### config.mk
export PLATFORM = sky130hd
export DESIGN_NAME = sparc_decode_hazard_stage
export DESIGN_NICKNAME = d
export VERILOG_FILES = /design/src/rtl/sparc_decode_pkg.sv /design/src/rtl/sparc_decode_classify.sv /design/src/rtl/sparc_decode_hazard_stage.sv
export SDC_FILE = /design/constraint.sdc
export NUM_CORES = 1
export LEC_CHECK = 0
export BUFFER_PORTS_ARGS = -buffer_cell sky130_fd_sc_hd__buf_2
export CORE_AREA = 2 2 174 176
export DETAILED_ROUTE_END_ITERATION = 8
export DIE_AREA = 0 0 176 178
export GPL_TIMING_DRIVEN = 0
export PLACE_DENSITY = 0.47
export SYNTH_ARGS = -nofsm -noshare
export SYNTH_HDL_FRONTEND = slang
export SYNTH_SLANG_ARGS = --single-unit
export TNS_END_PERCENT = 10
### constraint.sdc
create_clock -name clk -period 7.25 [get_ports clk]
set_input_delay 2.175 -clock clk [delete_from_list [all_inputs] [get_ports clk]]
set_output_delay 2.175 -clock clk [all_outputs]
set_load 0.1 [all_outputs]
### src/rtl/sparc_decode_pkg.sv
// Shared SPARC V8 decode constants and decode payload types.
// Holds op/op2/op3 encodings, the canonical NOP word, the decoded
// side-effect flag struct and the source-register list struct.
package sparc_decode_pkg;

  localparam int unsigned INST_BITS = 32;
  localparam int unsigned N_SRC     = 4;

  localparam logic [1:0] OP_FMT2  = 2'b00;
  localparam logic [1:0] OP_CALL  = 2'b01;
  localparam logic [1:0] OP_ARITH = 2'b10;
  localparam logic [1:0] OP_MEM   = 2'b11;

  localparam logic [2:0] OP2_BICC  = 3'b010;
  localparam logic [2:0] OP2_SETHI = 3'b100;

  localparam logic [5:0] OP3_LDD     = 6'b000011;
  localparam logic [5:0] OP3_STD     = 6'b000111;
  localparam logic [5:0] OP3_MULSCC  = 6'b100100;
  localparam logic [5:0] OP3_RDY     = 6'b101000;
  localparam logic [5:0] OP3_WRY     = 6'b110000;
  localparam logic [5:0] OP3_TICC    = 6'b111010;
  localparam logic [5:0] OP3_FLUSH   = 6'b111011;
  localparam logic [5:0] OP3_SAVE    = 6'b111100;
  localparam logic [5:0] OP3_RESTORE = 6'b111101;

  localparam logic [INST_BITS-1:0] NOP = 32'h0100_0000;

  typedef struct packed {
    logic       wr;
    logic       wr_dbl;
    logic       icc_wr;
    logic       y_wr;
    logic [4:0] rd;
  } decode_flags_t;

  // Slots: 0 = rs1, 1 = rs2, 2 = store data rd, 3 = STD odd half (rd^1)
  typedef struct packed {
    logic [N_SRC-1:0]      vld;
    logic [N_SRC-1:0][4:0] regs;
    logic                  icc_rd;
    logic                  y_rd;
  } src_list_t;

endpackage

### src/rtl/sparc_decode_classify.sv
// Combinational SPARC V8 instruction classifier.
// Ports:
//   inst_i  : 32-bit instruction word
//   flags_o : destination and side-effect flags (wr, wr_dbl, icc_wr, y_wr, rd)
//   src_o   : register sources plus icc/Y read requirements
module sparc_decode_classify
  import sparc_decode_pkg::*;
(
  input  logic [INST_BITS-1:0] inst_i,
  output decode_flags_t        flags_o,
  output src_list_t            src_o
);

  logic [1:0] op;
  logic [2:0] op2;
  logic [5:0] op3;
  logic [4:0] rd;
  logic [4:0] rs1;
  logic [4:0] rs2;
  logic       imm;
  logic       is_store;
  logic       unused_bits;

  assign op          = inst_i[31:30];
  assign rd          = inst_i[29:25];
  assign op2         = inst_i[24:22];
  assign op3         = inst_i[24:19];
  assign rs1         = inst_i[18:14];
  assign imm         = inst_i[13];
  assign rs2         = inst_i[4:0];
  assign unused_bits = ^inst_i[12:5];
  assign is_store    = (op == OP_MEM) && (op3[5:2] == 4'b0001);

  // Flag decode and source extraction
  always_comb begin
    flags_o    = '0;
    src_o      = '0;
    flags_o.rd = rd;
    case (op)
      OP_CALL: begin
        flags_o.wr = 1'b1;
        flags_o.rd = 5'd15;
      end
      OP_FMT2: begin
        flags_o.wr   = (op2 == OP2_SETHI);
        src_o.icc_rd = (op2 == OP2_BICC);
      end
      OP_MEM: begin
        flags_o.wr     = !is_store;
        flags_o.wr_dbl = (op3 == OP3_LDD);
      end
      default: begin
        flags_o.wr     = !((op3[5:2] == 4'b1100) || (op3 == OP3_TICC) || (op3 == OP3_FLUSH));
        flags_o.icc_wr = (op3[5:4] == 2'b01) || ((op3 >= 6'b100000) && (op3 <= OP3_MULSCC));
        flags_o.y_wr   = op3 inside {6'b001010, 6'b001011, 6'b011010, 6'b011011,
                                     OP3_MULSCC, OP3_WRY};
        src_o.icc_rd   = (op3 == OP3_TICC);
        // RDY, MULScc, and UDIV/SDIV(cc) (op3[4:1] == 0111)
        src_o.y_rd     = (op3 == OP3_RDY) || (op3 == OP3_MULSCC) || (op3[4:1] == 4'b0111);
      end
    endcase
    // rs1/rs2 fields only exist in format-3 encodings
    if (op[1]) begin
      src_o.vld[0]  = 1'b1;
      src_o.regs[0] = rs1;
      src_o.vld[1]  = !imm;
      src_o.regs[1] = rs2;
    end
    if (is_store) begin
      src_o.vld[2]  = 1'b1;
      src_o.regs[2] = rd;
      src_o.vld[3]  = (op3 == OP3_STD);
      src_o.regs[3] = rd ^ 5'd1;
    end
    if (inst_i == NOP) begin
      src_o = '0;
    end
  end

endmodule

### src/rtl/sparc_decode_hazard_stage.sv
// SPARC V8 decode/interlock stage between fetch and execute.
// Holds one decoded instruction in a valid/ready register, interlocks it
// against N_STAGES downstream writers and pulses CWP updates on SAVE/RESTORE.
// Ports:
//   clk, reset (sync, active-high)
//   in_valid/in_ready/in_inst/in_pc          : fetch side handshake
//   flush                                    : drop held instruction
//   st_rd/st_wr/st_wr_dbl/st_icc_wr/st_y_wr  : per-stage writer info, stage 0 at LSB
//   out_valid/out_ready/out_*                : execute side handshake and decode
//   cwp_dec/cwp_inc                          : one-cycle pulses on SAVE/RESTORE fire
//   stall_cycles                             : hazard stall count
// Optional: define DECODE_STALL_CNT_EN to build the saturating stall counter;
// otherwise stall_cycles is tied to zero.
module sparc_decode_hazard_stage
  import sparc_decode_pkg::*;
#(
  parameter int unsigned INST_W   = 32,
  parameter int unsigned PC_W     = 64,
  parameter int unsigned N_STAGES = 3,
  parameter int unsigned CNT_W    = 32
) (
  input  logic                  clk,
  input  logic                  reset,
  input  logic                  in_valid,
  output logic                  in_ready,
  input  logic [INST_W-1:0]     in_inst,
  input  logic [PC_W-1:0]       in_pc,
  input  logic                  flush,
  input  logic [N_STAGES*5-1:0] st_rd,
  input  logic [N_STAGES-1:0]   st_wr,
  input  logic [N_STAGES-1:0]   st_wr_dbl,
  input  logic [N_STAGES-1:0]   st_icc_wr,
  input  logic [N_STAGES-1:0]   st_y_wr,
  output logic                  out_valid,
  input  logic                  out_ready,
  output logic [INST_W-1:0]     out_inst,
  output logic [PC_W-1:0]       out_pc,
  output logic [4:0]            out_rd,
  output logic                  out_wr,
  output logic                  out_wr_dbl,
  output logic                  out_icc_wr,
  output logic                  out_y_wr,
  output logic                  cwp_dec,
  output logic                  cwp_inc,
  output logic [CNT_W-1:0]      stall_cycles
);

  decode_flags_t     dec_flags;
  src_list_t         dec_src;
  logic              buf_valid_q, buf_valid_d;
  logic [INST_W-1:0] inst_q, inst_d;
  logic [PC_W-1:0]   pc_q, pc_d;
  decode_flags_t     flags_q, flags_d;
  src_list_t         src_q, src_d;
  logic              hazard;
  logic              accept;
  logic              fire;

  sparc_decode_classify u_classify (
    .inst_i  (in_inst),
    .flags_o (dec_flags),
    .src_o   (dec_src)
  );

  assign out_valid = buf_valid_q & ~hazard & ~flush;
  assign fire      = out_valid & out_ready;
  assign in_ready  = ~flush & (~buf_valid_q | fire);
  assign accept    = in_valid & in_ready;

  // Interlock OR-tree over all writer stages and source slots
  always_comb begin
    hazard = 1'b0;
    for (int unsigned k = 0; k < N_STAGES; k++) begin
      for (int unsigned j = 0; j < N_SRC; j++) begin
        if (src_q.vld[j] && (src_q.regs[j] != 5'd0)) begin
          if ((src_q.regs[j] == st_rd[k*5 +: 5]) && st_wr[k] && (st_rd[k*5 +: 5] != 5'd0))
            hazard = 1'b1;
          // Double-word writer also covers the next register, wrapping at 31
          if ((src_q.regs[j] == 5'(st_rd[k*5 +: 5] + 5'd1)) && st_wr_dbl[k])
            hazard = 1'b1;
        end
      end
      if (src_q.icc_rd && st_icc_wr[k]) hazard = 1'b1;
      if (src_q.y_rd && st_y_wr[k])     hazard = 1'b1;
    end
  end

  // Pipeline register next state; flush wins over capture
  always_comb begin
    buf_valid_d = buf_valid_q;
    inst_d      = inst_q;
    pc_d        = pc_q;
    flags_d     = flags_q;
    src_d       = src_q;
    if (flush) begin
      buf_valid_d = 1'b0;
    end else if (accept) begin
      buf_valid_d = 1'b1;
      inst_d      = in_inst;
      pc_d        = in_pc;
      flags_d     = dec_flags;
      src_d       = dec_src;
    end else if (fire) begin
      buf_valid_d = 1'b0;
    end
  end

  always_ff @(posedge clk) begin
    if (reset) begin
      buf_valid_q <= 1'b0;
      inst_q      <= '0;
      pc_q        <= '0;
      flags_q     <= '0;
      src_q       <= '0;
    end else begin
      buf_valid_q <= buf_valid_d;
      inst_q      <= inst_d;
      pc_q        <= pc_d;
      flags_q     <= flags_d;
      src_q       <= src_d;
    end
  end

  assign out_inst   = inst_q;
  assign out_pc     = pc_q;
  assign out_rd     = flags_q.rd;
  assign out_wr     = flags_q.wr;
  assign out_wr_dbl = flags_q.wr_dbl;
  assign out_icc_wr = flags_q.icc_wr;
  assign out_y_wr   = flags_q.y_wr;
  assign cwp_dec    = fire && (inst_q[31:30] == OP_ARITH) && (inst_q[24:19] == OP3_SAVE);
  assign cwp_inc    = fire && (inst_q[31:30] == OP_ARITH) && (inst_q[24:19] == OP3_RESTORE);

`ifdef DECODE_STALL_CNT_EN
  logic [CNT_W-1:0] stall_cnt_q, stall_cnt_d;

  // Saturating count of cycles a held instruction is blocked by a hazard
  always_comb begin
    stall_cnt_d = stall_cnt_q;
    if (buf_valid_q && hazard && !flush && (stall_cnt_q != '1))
      stall_cnt_d = stall_cnt_q + CNT_W'(1);
  end

  always_ff @(posedge clk) begin
    if (reset) stall_cnt_q <= '0;
    else       stall_cnt_q <= stall_cnt_d;
  end

  assign stall_cycles = stall_cnt_q;
`else
  assign stall_cycles = '0;
`endif

endmodule

==> results of run 1 <==
-- timing repair --
item                       4_1_cts  5_1_grt
hold endpoints to repair         0        0
setup endpoints to repair        4        4
hold buffers                     0        0
resized for setup               10        5
-- Yosys cell counts (7+ instances only) --
library cell	n	area share
nand2_1	231	0.12
nand4_1	9	0.0077
o21ai_0	7	0.0048
xor2_1	29	0.035
nor3_1	7	0.0048
a211oi_1	10	0.010
buf_4	40	0.041
mux2i_1	119	0.16
xnor2_1	46	0.055
nor4_1	8	0.0069
nand3_1	31	0.021
dfxtp_1	128	0.35
inv_1	16	0.0082
clkbuf_1	55	0.028
nor2_1	21	0.011
-- flip-flops by register name, indices dropped and copies added (netlist names) --
register,count
out_pc,64
out_inst,32
src_q,22
out_rd,5
buf_valid_q,1
out_icc_wr,1
out_wr,1
out_wr_dbl,1
out_y_wr,1
-- through the flow --
stage / setup slack (ps) / util / power [uW]
5_1_grt: 25.9 / 0.333 / 2430
6_report: 123 / 0.333 / 2340
3_3_place_gp: -708 / 0.309 / 1400
3_5_place_dp: -654 / 0.309 / 1400
4_1_cts: 24.8 / 0.333 / 2370
2_1_floorplan: -107 / - / 1270
-- cell families after synthesis --
group	Yosys count	share of synthesized area
buffers and inverters	124	0.0884
flip-flops	128	0.351
multiplexers	120	0.165
adder cells (fa/ha/maj)	6	0.0103
other	1	0.000514
AND/OR/NAND/NOR	342	0.206
XOR/XNOR	78	0.0994
AO/OA/AOI/OAI	73	0.0798
-- worst paths after layout --
path | to | slack, ps | cells after the start
worst max-delay path | in_ready | 120 | 13
worst min-delay path | out_pc[2] | 450 | 2
worst max register to register | src_q[14] | 3800 | 11
worst min register to register | out_pc[2] | 450 | 2
-- worst max-delay path: cells and delay by family --
| family | cells | cell delay, ps |
|---|---|---|
| AND/OR/NAND/NOR | 4 | 680 |
| AO/OA/AOI/OAI | 3 | 1120 |
| adder cells (fa/ha/maj) | 1 | 170 |
| buffers and inverters | 5 | 800 |
-- layer usage --
layer / part of all wire / wire length (um) / GRT usage
met5: 0.0025 / 66 / 0
met4: 0.016 / 420 / 0.0430
met1: 0.42 / 10900 / 0.199
met2: 0.46 / 11900 / 0.269
met3: 0.10 / 2680 / 0.0725
-- power by group --
group          total [uW]  internal (uW)  switching [uW]  leakage, uW
combinational         628            146             482      0.00310
clock                 957            621             336     0.000314
sequential            758            739            19.4      0.00104
total                2340           1510             837      0.00446
-- layout make-up --
| cell class | instances | area [um2] |
|---|---|---|
| Fill cell | 3177 | 19600 |
| Multi-Input combinational cell | 651 | 4300 |
| Sequential cell | 128 | 2560 |
| Timing Repair Buffer | 226 | 1140 |
| Buffer | 107 | 586 |
| Tap cell | 390 | 488 |
| Clock buffer | 19 | 443 |
| Clock inverter | 13 | 210 |
| Inverter | 17 | 63.8 |
| Antenna cell | 3 | 7.51 |
==> impl_metrics.tcl, run 1 <==
set metrics [dict create \
    setup_tns_ps 0 \
    cp_cell_sequence "buf_2, clkbuf_2, inv_1, ha_1, inv_1, o41ai_4, or4_1, nand4_1, a21oi_1, nand3_4, o31a_1, nor2_2, buf_6" \
    reg2reg_from "src_q[14]" \
    leakage_uw 0.00446 \
    portBuffers 226 \
    core_um2 29400 \
    drive_above_1_share 0.281 \
    syn-instance-count 872 \
    synth-seq-cells 128 \
    dp_hpwl_mm 19.9 \
    cts_max_path_buffers 2 \
    cp-end-kind "primary output" \
    rows 63 \
    max_cap_viol_count 0 \
    synth_area_um2 7300 \
    ys_warn_count 0 \
    cp.required_ps 5080 \
    ir_drop_mv 0.151 \
    yosysUniqueCellTypes 64 \
    final_common_cell "nand2_1" \
    finalHoldViolCount 0 \
    finalMaxSlewViolations 0 \
    stdcell_area_um2 9800 \
    final_cells 1554 \
    numCtsBuffers 17 \
    tightest_slew_ps 1060 \
    htree_num_levels 4 \
    status "complete, no violations" \
    rsz0062_at_grt "no" \
    clock_sinks 128 \
    clock_skew_ps 12.5 \
    wl_mm 26.0 \
    area_growth_syn_to_layout_pct 34.3 \
    overflow 0 \
    setup_viol 0 \
    critPathSlowestCell "o41ai_4" \
    dpl_cell_area_um2 9070 \
    synth_ff_type "dfxtp_1" \
    cp-start-kind "input port" \
    hp-class "reg2reg" \
    critical_path.max_stage_delay_ps 440 \
    grt_start_max_net_pins 17 \
    drtIter0Drc 338 \
    grt_pass1_wl_mm 39.4 \
    antenna_left 0 \
    arrival_ps 4950 \
    final_nets 1282 \
    place.gp.congestion 0.907 \
    fin_crit_sh 0.983 \
    final_cell_mix "231 x nand2_1, 229 x buf_2, 128 x dfxtp_1" \
    powerDensity_nw_per_um2 239 \
    clock_latency_ps 420 \
    min_from "out_pc[2]" \
    path_common_cell "inv_1" \
    grt_pass1_vias 6783 \
    drt_first_pass_iters 5 \
    post-cts-setup-buffers 0 \
    floorplan.initialDensity 0.248 \
    synth_area_per_cell_um2 8.37 \
    drc 0 \
    min_period_ps 7130 \
    cts_tree "built" \
    fmaxAchievable_mhz 140 \
    io_pins 269 \
    vias 6973 \
    placed_cells 1519 \
    die_y_um 178 \
    startpoint "st_rd[0]" \
    synth_edf_count 0 \
    gr-usage-all-layers 0.165 \
    path_class "in2out" \
    hold_ws_ps 454 \
    viasPerCell 4.49 \
    slew_headroom 0.290 \
    seq_area_frac_synth 0.351 \
    routedWlPerCell_um 16.7 \
    die-area_um2 31300 \
    cp_max_fo 8 \
    root_buffer "clkbuf_16" \
    clkTransAtPathRegs_ps 60 \
    synthArstFlopShare 0 \
    antenna_found_initial 8 \
    dieWidth_um 176 \
]
(Power assumes the default switching activity.)
==> inputs of run 2 (changes only) <==
PLACE_DENSITY = 0.44   (was 0.47)
clock period = 7.5 ns   (was 7.25 ns; I/O delays follow)
==> impl_metrics.tcl, run 2 (synthesis gave the netlist of run 1 again) <==
set metrics [dict create \
    fin_crit_sh 0.981 \
    grt_pass1_wl_mm 40.2 \
    min_period_ps 7360 \
    setup_viol 0 \
    die_y_um 178 \
    min_delay_worst_endpoint "out_pc[2]" \
    cts_max_path_buffers 2 \
    crit_cells 12 \
    wl_mm 26.5 \
    n_antenna_cell 0 \
    clkTransAtPathRegs_ps 60 \
    root_buffer "clkbuf_16" \
    final_cell_mix "231 x buf_2, 231 x nand2_1, 128 x dfxtp_1" \
    post-cts-setup-buffers 0 \
    finalHoldViolCount 0 \
    hold_depth 2 \
    status "complete, no violations" \
    path_delay_family "buffers and inverters" \
    rrSetupSlack_ps 4080 \
    reg2regPathDepth 11 \
    path_buf_inv 5 \
    dp_slack_ps -512 \
    htree_num_levels 4 \
    floorplan.initialDensity 0.248 \
    max_cap_viol_count 0 \
    numCtsBuffers 17 \
    dieWidth_um 176 \
    slew_headroom 0.231 \
    largest_reg_flops 64 \
    cp-start-kind "input port" \
    grt_start_max_net_pins 17 \
    arrival_ps 5110 \
    setup_tns_ps 0 \
    routedWlPerCell_um 17.1 \
    portBuffers 226 \
    hp-class "reg2reg" \
    clock_latency_ps 420 \
    reg2reg_from "src_q[14]" \
    cts_tree "built" \
    viasPerCell 4.47 \
    io_pins 269 \
    overflow 0 \
    path_class "in2out" \
    postCtsHoldBufs 0 \
    critPathSlowestCell "buf_2" \
    critical_path.max_stage_delay_ps 470 \
    gr-usage-all-layers 0.169 \
    cp.required_ps 5250 \
    place.gp.congestion 0.884 \
    rows 63 \
    final_nets 1282 \
    r2r_end "out_icc_wr" \
    vias 6933 \
    rsz0062_at_grt "no" \
    dp_hpwl_mm 20.4 \
    drt_first_pass_iters 4 \
    clock_skew_ps 13.3 \
    antenna_found_initial 3 \
    powerDensity_nw_per_um2 224 \
    setup_slack_ps 140 \
    ir_drop_mv 0.138 \
    tightest_slew_ps 1140 \
    multi_input_area_um2 4270 \
    antenna_left 0 \
    die-area_um2 31300 \
    grt_pass1_vias 6786 \
    min_from "out_pc[2]" \
    final-seq-area_um2 2560 \
    fill_cells 3222 \
    drc 0 \
    fmaxAchievable_mhz 136 \
    core_um2 29400 \
    cp-end-kind "primary output" \
    drtIter0Drc 397 \
    leakage_uw 0.00442 \
    cp_max_fo 8 \
    drive_above_1_share 0.279 \
    finalMaxSlewViolations 0 \
    cp_cell_sequence "buf_2, clkbuf_2, inv_1, ha_1, inv_1, o41ai_4, nor4_1, a211oi_1, a32o_1, nand3_2, nor4_2, buf_2" \
    clock_sinks 128 \
    area_growth_syn_to_layout_pct 32.7 \
]
==> run 2: cell types whose count changed in the layout (fill, tap and decap cells not counted), moves of 2 or more <==
cell,delta
buf_4,-2
nor2_2,-2
diode_2,-3
nor2_1,+2
buf_2,+2
nor4_2,+2
bufinv_16,-3
inv_6,+3
nor4_4,-2
clkinvlp_4,+2
==> run 2: tightest hold or removal path: stages, from the launching register on <==
cell,delay (ps)
dfxtp_1,310
nand2_1,50
mux2i_1,50
==> run 2: metal layers <==
layer	wire length (um)	share of wire	up-vias	GRT usage
met1	11200	0.42	3195	0.204
met2	12400	0.47	260	0.277
met4	390	0.015	6	0.0527
met3	2470	0.093	31	0.0661
met5	44	0.0017	-	0
li1	-	-	3441	-
==> run 2: final cells by class <==
class                           count  area share
Clock inverter                     15      0.0163
Buffer                            107      0.0603
Tap cell                          390      0.0504
Clock buffer                       17      0.0439
Inverter                           17     0.00659
Timing Repair Buffer              226       0.117
Multi-Input combinational cell    651       0.441
Sequential cell                   128       0.264
==> run 2: report_power, final <==
group / switching, uW / internal, uW
Sequential: 19.0 / 714
Combinational: 466 / 141
Clock: 338 / 492
Total: 823 / 1350
==> run 2: worst max-delay path by stage <==
| stage | from | to | slack (ps) |
|---|---|---|---|
| CTS | st_rd[5] | cwp_dec | 60 |
| global route | st_rd[6] | in_ready | 20 |
| global placement | st_rd[10] | in_ready | -550 |
| detailed placement | st_rd[10] | in_ready | -510 |
| finish | st_rd[0] | cwp_dec | 140 |
| floorplan | st_rd[5] | cwp_dec | -550 |
==> run 2: timing repair <==
item | 4_1_cts | 5_1_grt
hold endpoints to repair | 0 | 0
endpoints found under the setup margin | 4 | 3
resized for setup | 6 | 5
==> run 2: metrics by stage <==
stage	instances	total power, uW	util	area (um2)	hold WS [ps]
final	1551	2170	0.330	9690	452
after global routing	1551	2260	0.330	9690	469
after CTS	1551	2200	0.329	9670	454
after detailed placement	1519	1350	0.308	9050	443
after global placement	1519	1350	0.308	9050	439
after floorplan	903	1230	-	7430	435
